<file path="config.mk">
export PLATFORM = sky130hd
export DESIGN_NAME = ubit2bin_cnt
export DESIGN_NICKNAME = d
export VERILOG_FILES = /design/src/rtl/ustoch_pkg.sv /design/src/rtl/uwin_cnt.sv /design/src/rtl/ubit2bin_cnt.sv
export SDC_FILE = /design/constraint.sdc
export NUM_CORES = 1
export LEC_CHECK = 0
export CAP_MARGIN = 20
export CORE_MARGIN = 3
export CORE_UTILIZATION = 40
export CTS_BUF_LIST = sky130_fd_sc_hd__clkbuf_8
export CTS_CLUSTER_DIAMETER = 200
export CTS_CLUSTER_SIZE = 24
export DETAILED_ROUTE_END_ITERATION = 12
export HOLD_SLACK_MARGIN = 0.08
export PLACE_DENSITY = 0.58
export SLEW_MARGIN = 20
export SYNTH_ARGS = -nofsm -noshare
export SYNTH_HDL_FRONTEND = slang
export SYNTH_SLANG_ARGS = --single-unit
</file>
<file path="constraint.sdc">
create_clock -name iClk -period 4.5 [get_ports iClk]
set_input_delay 0.675 -clock iClk [delete_from_list [all_inputs] [get_ports iClk]]
set_output_delay 0.675 -clock iClk [all_outputs]
set_load 0.01 [all_outputs]
</file>
<file path="src/rtl/ustoch_pkg.sv">
// Shared definitions for the unipolar stochastic readout path: FSM state
// encoding, default window sizing and result-width helpers.
package ustoch_pkg;

    // Converter FSM states
    typedef enum logic [0:0] {
        ST_IDLE  = 1'b0,
        ST_COUNT = 1'b1
    } ustate_e;

    // Default counter width; the window is 2^DEF_BITWIDTH cycles long
    localparam int DEF_BITWIDTH = 8;

    // Window length in cycles for a given counter width
    function automatic int win_len(input int bw);
        return 32'sd1 << bw;
    endfunction

    // A full window of ones must be representable exactly, hence one extra bit
    function automatic int res_width(input int bw);
        return bw + 32'sd1;
    endfunction

    localparam int WIN_LEN = win_len(DEF_BITWIDTH);

endpackage

</file>
<file path="src/rtl/uwin_cnt.sv">
// Window counter for the stochastic-to-binary converter. Counts enabled
// cycles, wraps naturally at 2^BITWIDTH, and flags the final cycle of a window.
module uwin_cnt
    import ustoch_pkg::*;
#(
    parameter int BITWIDTH = DEF_BITWIDTH
) (
    input  logic iClk,
    input  logic iRstN,
    input  logic clr_i,
    input  logic en_i,
    output logic last_o
);

    localparam logic [BITWIDTH-1:0] LAST_IDX = BITWIDTH'(win_len(BITWIDTH) - 32'sd1);

    logic [BITWIDTH-1:0] cnt_q;
    logic [BITWIDTH-1:0] cnt_d;

    // Next count: clear has priority, otherwise advance while enabled
    always_comb begin
        cnt_d = cnt_q;
        if (clr_i) begin
            cnt_d = '0;
        end else if (en_i) begin
            cnt_d = cnt_q + BITWIDTH'(1);
        end else begin
            cnt_d = cnt_q;
        end
    end

    // Counter register
    always_ff @(posedge iClk or negedge iRstN) begin
        if (!iRstN) begin
            cnt_q <= '0;
        end else begin
            cnt_q <= cnt_d;
        end
    end

    assign last_o = (cnt_q == LAST_IDX);

endmodule

</file>
<file path="src/rtl/ubit2bin_cnt.sv">
// Unipolar stochastic-to-binary converter: counts ones in a serial bitstream
// over a 2^BITWIDTH-cycle window and presents the count with a valid/ack
// handshake plus a sticky overwrite flag.
// Optional macro UBIT2BIN_CONTINUOUS_EN: when defined, iStart held high at a
// window end starts the next window immediately (back-to-back windows).
module ubit2bin_cnt
    import ustoch_pkg::*;
#(
    parameter int BITWIDTH = DEF_BITWIDTH
) (
    input  logic                             iClk,
    input  logic                             iRstN,
    input  logic                             iBit,
    input  logic                             iStart,
    input  logic                             iAck,
    output logic                             oBusy,
    output logic [res_width(BITWIDTH)-1:0]   oVal,
    output logic                             oValid,
    output logic                             oOvf
);

    localparam int RW = res_width(BITWIDTH);

    ustate_e          state_q, state_d;
    logic [RW-1:0]    acc_q, acc_d;
    logic [RW-1:0]    val_q, val_d;
    logic             valid_q, valid_d;
    logic             ovf_q, ovf_d;
    logic             win_clr_s;
    logic             win_en_s;
    logic             win_last_s;
    logic [RW-1:0]    bit_ext_s;

    assign bit_ext_s = {{BITWIDTH{1'b0}}, iBit};

    uwin_cnt #(
        .BITWIDTH (BITWIDTH)
    ) u_win (
        .iClk   (iClk),
        .iRstN  (iRstN),
        .clr_i  (win_clr_s),
        .en_i   (win_en_s),
        .last_o (win_last_s)
    );

    // Next-state, accumulator and result/handshake logic
    always_comb begin
        state_d   = state_q;
        acc_d     = acc_q;
        val_d     = val_q;
        valid_d   = valid_q;
        ovf_d     = ovf_q;
        win_clr_s = 1'b0;
        win_en_s  = 1'b0;

        // Consumer acknowledge; a coinciding window end overrides below
        if (valid_q && iAck) begin
            valid_d = 1'b0;
        end else begin
            valid_d = valid_q;
        end

        case (state_q)
            ST_IDLE: begin
                if (iStart) begin
                    state_d   = ST_COUNT;
                    win_clr_s = 1'b1;
                    acc_d     = '0;
                end else begin
                    state_d   = ST_IDLE;
                end
            end
            ST_COUNT: begin
                win_en_s = 1'b1;
                if (win_last_s) begin
                    // The final bit is folded straight into the result
                    val_d   = acc_q + bit_ext_s;
                    valid_d = 1'b1;
                    acc_d   = '0;
                    if (valid_q && !iAck) begin
                        ovf_d = 1'b1;
                    end else begin
                        ovf_d = ovf_q;
                    end
`ifdef UBIT2BIN_CONTINUOUS_EN
                    if (iStart) begin
                        state_d = ST_COUNT;
                    end else begin
                        state_d = ST_IDLE;
                    end
`else
                    state_d = ST_IDLE;
`endif
                end else begin
                    acc_d = acc_q + bit_ext_s;
                end
            end
            default: begin
                state_d = ST_IDLE;
            end
        endcase
    end

    // State and result registers; reset discards any partial window
    always_ff @(posedge iClk or negedge iRstN) begin
        if (!iRstN) begin
            state_q <= ST_IDLE;
            acc_q   <= '0;
            val_q   <= '0;
            valid_q <= 1'b0;
            ovf_q   <= 1'b0;
        end else begin
            state_q <= state_d;
            acc_q   <= acc_d;
            val_q   <= val_d;
            valid_q <= valid_d;
            ovf_q   <= ovf_d;
        end
    end

    assign oBusy  = (state_q == ST_COUNT);
    assign oVal   = val_q;
    assign oValid = valid_q;
    assign oOvf   = ovf_q;

endmodule

</file>
# Yosys cells after proc, flatten, opt, wreduce, memory -nomap -nowiden
# Cells that the tools add are included.
[word_totals]
reg_bits = 29
output_inout_bits = 12
wordCells = 30
input_bits = 5
[op_classes]
n_eq_ne = 2
mux = 13
addsub = 2
n_reduce_logical = 6
bitwise = 1
[op_table]
columns = ["operator", "count"]
rows = [
  ["two-way mux 9 bit", 2],
  ["case mux 9 bit (2 select lines)", 1],
  ["two-way mux 8 bit", 2],
  ["adder 9 x 1 -> 9 bit", 1],
  ["adder 8 x 1 -> 8 bit (second input constant)", 1],
  ["equality test 8 bit (second input constant)", 1],
  ["two-way mux 1 bit", 7],
  ["AND reduction 3 bit", 1],
  ["logical AND 1 bit", 2],
  ["inequality test 2 bit (second input constant)", 1],
  ["case mux 1 bit (2 select lines)", 1],
  ["AND reduction 2 bit", 1],
  ["nonzero test 2 bit", 1],
  ["logical NOT 1 bit", 1],
  ["inverter 1 bit", 1],
]

# Logic depth before layout (Yosys ltp)
[depth]
depth_word = 4
mapped_depth = 6

# Hierarchy
# Synthesis repeated with hierarchy kept, for this count alone.
[unflattened]
hier_cells = 144
hier_area_um2 = 1407.6
[by_module_without_submodules]
columns = ["module", "n_inst", "seq_area_each_um2", "cells_per_inst", "area_each_um2"]
rows = [
  ["ubit2bin_cnt", 1, 525.5, 105, 1011.0],
  ["uwin_cnt", 1, 200.2, 39, 396.6],
]

# Worst setup path before layout
# Ideal clock, no wire load.
[synth_path]
path_type = "in2reg"
start = "input iBit"
end = "register acc_q[7]"
setup_slack_ns = 2.836
t_arrival_ns = 1.582
setup_time_ns = 0.082
stages = 5
cell_sequence = "ha_1 > and4_1 > and4_4 > nand2b_1 > a31oi_1"
[synth_via]
elab_chain_len = 3
[synth_rtl]
columns = ["element", "line_no", "text"]
rows = [
  ["from (decl)", "ubit2bin_cnt.sv:13", "input logic iBit,"],
  ["adder 9 x 1 -> 9 bit", "ubit2bin_cnt.sv:95", "acc_d = acc_q + bit_ext_s;"],
  ["two-way mux 9 bit", "ubit2bin_cnt.sv:75", "if (win_last_s) begin"],
  ["case mux 9 bit (2 select lines)", "ubit2bin_cnt.sv:63", "case (state_q)"],
  ["to (signal assigned)", "ubit2bin_cnt.sv:108", "acc_q <= '0;"],
  ["to (signal assigned)", "ubit2bin_cnt.sv:114", "acc_q <= acc_d;"],
  ["to (decl)", "ubit2bin_cnt.sv:25", "logic [RW-1:0] acc_q, acc_d;"],
]
# No other way between the ends.
# A chain may end at the register's enable or synchronous reset.

# Final worst setup path
[layout_path]
start = "register state_q, in the netlist oBusy"
end = "output oBusy"
[layout_rtl]
columns = ["element", "line_no", "text"]
rows = [
  ["from (decl)", "ubit2bin_cnt.sv:24", "ustate_e state_q, state_d;"],
  ["from (signal assigned)", "ubit2bin_cnt.sv:113", "state_q <= state_d;"],
  ["to (decl)", "ubit2bin_cnt.sv:16", "output logic oBusy,"],
]
# No word-level cell between the ends.

==> flow_metrics.env <==
export IMPL_finalWorstSetupSlack_ps=2308
export IMPL_firstDrtPassIters=4
export IMPL_path_cells="clkdlybuf4s50_1"
export IMPL_drcViolationCount=0
export IMPL_r2r_start="oBusy"
export IMPL_clock_root_buffer="clkbuf_8"
export IMPL_timing_rr_end="oVal[0]"
export IMPL_path_clk_slew_ps=70
export IMPL_final_max_slew_violation_count=0
export IMPL_drive_above_1_share_pct=12.26
export IMPL_ir_drop_mv=0.1785
export IMPL_drt_total_wl_mm=2.559
export IMPL_post_place_ws_ps=2233
export IMPL_grt_max_degree=30
export IMPL_gp_congestion=0.7940
export IMPL_synth_seq_cells=29
export IMPL_holdPathEnd="oOvf"
export IMPL_rr_worst_depth=3
export IMPL_min_from="oOvf"
export IMPL_end_kind="primary output"
export IMPL_die_x_um=65.90
export IMPL_clock_fmax_mhz=456.3
export IMPL_crit_type="reg2out"
export IMPL_dieArea_um2=4343
export IMPL_setup_violations=0
export IMPL_syn_area_per_cell_um2=10.48
export IMPL_drt_met1_wl_mm=1.320
export IMPL_die_y_um=65.90
export IMPL_grtUsageTotal_pct=13.87
export IMPL_cp_required_ps=3830
export IMPL_wl_met2_mm=1.053
export IMPL_ys_flop_type="dfrtp_1"
export IMPL_pin_count=17
export IMPL_rrSetupSlack_ps=2650
export IMPL_tritoncts="built"
export IMPL_final_util_pct=49.91
export IMPL_dp_hpwl_mm=1.845
export IMPL_postSynthNetCount=145
export IMPL_synth_most_common_cell="dfrtp_1"
export IMPL_cts_inserted_buffers=5
export IMPL_finClkSkew_ps=8.942
export IMPL_tns_ps=0
export IMPL_cts_hold_buffers=0
export IMPL_power_leakage_uw=0.0007022
export IMPL_slowest_stage="clkdlybuf4s50_1"
export IMPL_cts_setup_buffers=0
export IMPL_slew_limit_headroom_pct=69.13
export IMPL_startpoint_type="register"
export IMPL_powerDensity_nw_per_um2=380.2
export IMPL_period_needed_ps=2192
export IMPL_grt_pass1_wl_mm=4.498
export IMPL_routed_top_layer="met4"
export IMPL_ys_top_cells_by_area="dfrtp_1 51%, a21oi_1 4.2%, nand2_1 3.4%"
export IMPL_yosysTopAreaCell="dfrtp_1"
export IMPL_nets=162
export IMPL_path_delay_family="buffers and inverters"
export IMPL_synth_cell_area_um2=1435
export IMPL_path_buf_inv=1
export IMPL_ys_async_sr_fraction_pct=100.0
export IMPL_cts_resized=0
export IMPL_post_drt_wl_per_cell_um=12.73
export IMPL_synth_edf_count=0
export IMPL_finalCritPeriodShare_pct=48.70
export IMPL_wl_met3_um=149
export IMPL_rows=21
export IMPL_floorplan_initialDensity_pct=42.34
export IMPL_synthCells=137
export IMPL_max_stage_delay_ps=620
export IMPL_whs_path_depth=1
export IMPL_antenna_cells=0
export IMPL_htree_levels=2
export IMPL_final_hold_violation_count=0
export IMPL_port_buffers=16
export IMPL_grt_antenna_before_repair=0
export IMPL_worst_pin_slew_ps=461.3
export IMPL_coreArea_um2=3390
export IMPL_overflow=0
export IMPL_vias=1030
export IMPL_rsz0062_at_grt="no"
export IMPL_maxCapViolations=0
export IMPL_critical_path_cell_count=1
export IMPL_hp_class="reg2reg"
export IMPL_clk_path_buf_depth=2
export IMPL_clock_sinks=29
export IMPL_synth_top_area_share_pct=50.57
export IMPL_crit_fanout=16
export IMPL_status="finished, final reports clean"
export IMPL_synth_top_cells_by_count="29 x dfrtp_1, 13 x nand2_1, 12 x a21oi_1, 12 x nor2_1, 8 x o21ai_0"
export IMPL_final_antenna_net_count=0
export IMPL_clk_latency_ps=280
export IMPL_synth_cell_types=35
export IMPL_synth_warnings=0
export IMPL_viasPerCell=5.124
export IMPL_arrival_ps=1520
export IMPL_drt_iter0_drc=60
export IMPL_ys_seq_area_share_pct=50.57
export IMPL_grt_pass1_vias=949
export IMPL_syn_to_final_growth_pct=17.87
==> area by class of cell <==
| cell class | count | area (um2) |
|---|---|---|
| Multi-Input combinational cell | 100 | 654.4 |
| Fill cell | 303 | 1698 |
| Sequential cell | 29 | 725.7 |
| Inverter | 1 | 3.754 |
| Tap cell | 46 | 57.56 |
| Timing Repair Buffer | 17 | 167.7 |
| Clock buffer | 5 | 68.82 |
| Clock inverter | 3 | 13.76 |
==> layer usage <==
layer  up-vias  global-route usage [%]
li1        515                       -
met1       486                   19.81
met2        23                   18.52
met3         6                   4.422
met4         0                   6.995
met5         -                       0
==> worst max-delay path by stage <==
| stage | start | end |
|---|---|---|
| 5_1_grt | oBusy | oBusy |
| 2_1_floorplan | iBit | acc_q[7] |
| 3_5_place_dp | iBit | oVal[7] |
| 6_report | oBusy | oBusy |
| 4_1_cts | oBusy | oBusy |
| 3_3_place_gp | iBit | oVal[7] |
==> logic make-up after synthesis <==
family                     synth area share [%]
adders and majority gates                 2.616
muxes                                     2.964
and+or+nand+nor                           18.74
DFF                                       50.57
xor gates and xnor gates                  5.492
AOI/OAI and AO/OA                         15.78
buffers and inverters                     3.835
==> placed cells by master, fill, tap and decap left out, types with 2 or more instances in the layout <==
master           count
mux2i_1              2
a22o_1               2
dfrtp_1             29
nor2_1              12
a31oi_1              7
ha_1                 3
xor2_1               4
and4_4               2
a21oi_1             12
nand2_1             13
and3_1               3
o21ai_0              8
mux2_2               2
inv_1                2
nand4_1              4
xnor2_1              5
nor2b_1              2
clkbuf_8             5
nand2b_1             3
clkdlybuf4s50_1     16
clkinv_2             2
a21o_1               2
nand3_1              3
==> per-stage QoR <==
stage,std cells,power [uW],instance area (um2),hold WS (ps)
6_report,201,643.1,1692,467.1
5_1_grt,201,687.8,1692,476.1
4_1_cts,201,649.3,1692,468.6
3_5_place_dp,193,447.2,1609,453.9
3_3_place_gp,193,443.9,1609,451.5
2_1_floorplan,137,427.3,1435,379.4
==> sequential cells by signal, indices dropped and copies added (netlist names) <==
| signal | flops |
|---|---|
| oOvf | 1 |
| oVal | 9 |
| oBusy | 1 |
| u_win.cnt_q | 8 |
| acc_q | 9 |
| oValid | 1 |
==> where the power goes <==
group / leakage (uW) / internal (uW) / total, uW / switching (uW)
Sequential: 0.000315 / 291 / 340 / 48.9
Clock: 0.0000491 / 105 / 201 / 96.8
Combinational: 0.000338 / 51.8 / 102 / 50.4
Total: 0.000702 / 447 / 643 / 196
Power figures use the tool's default switching activity.
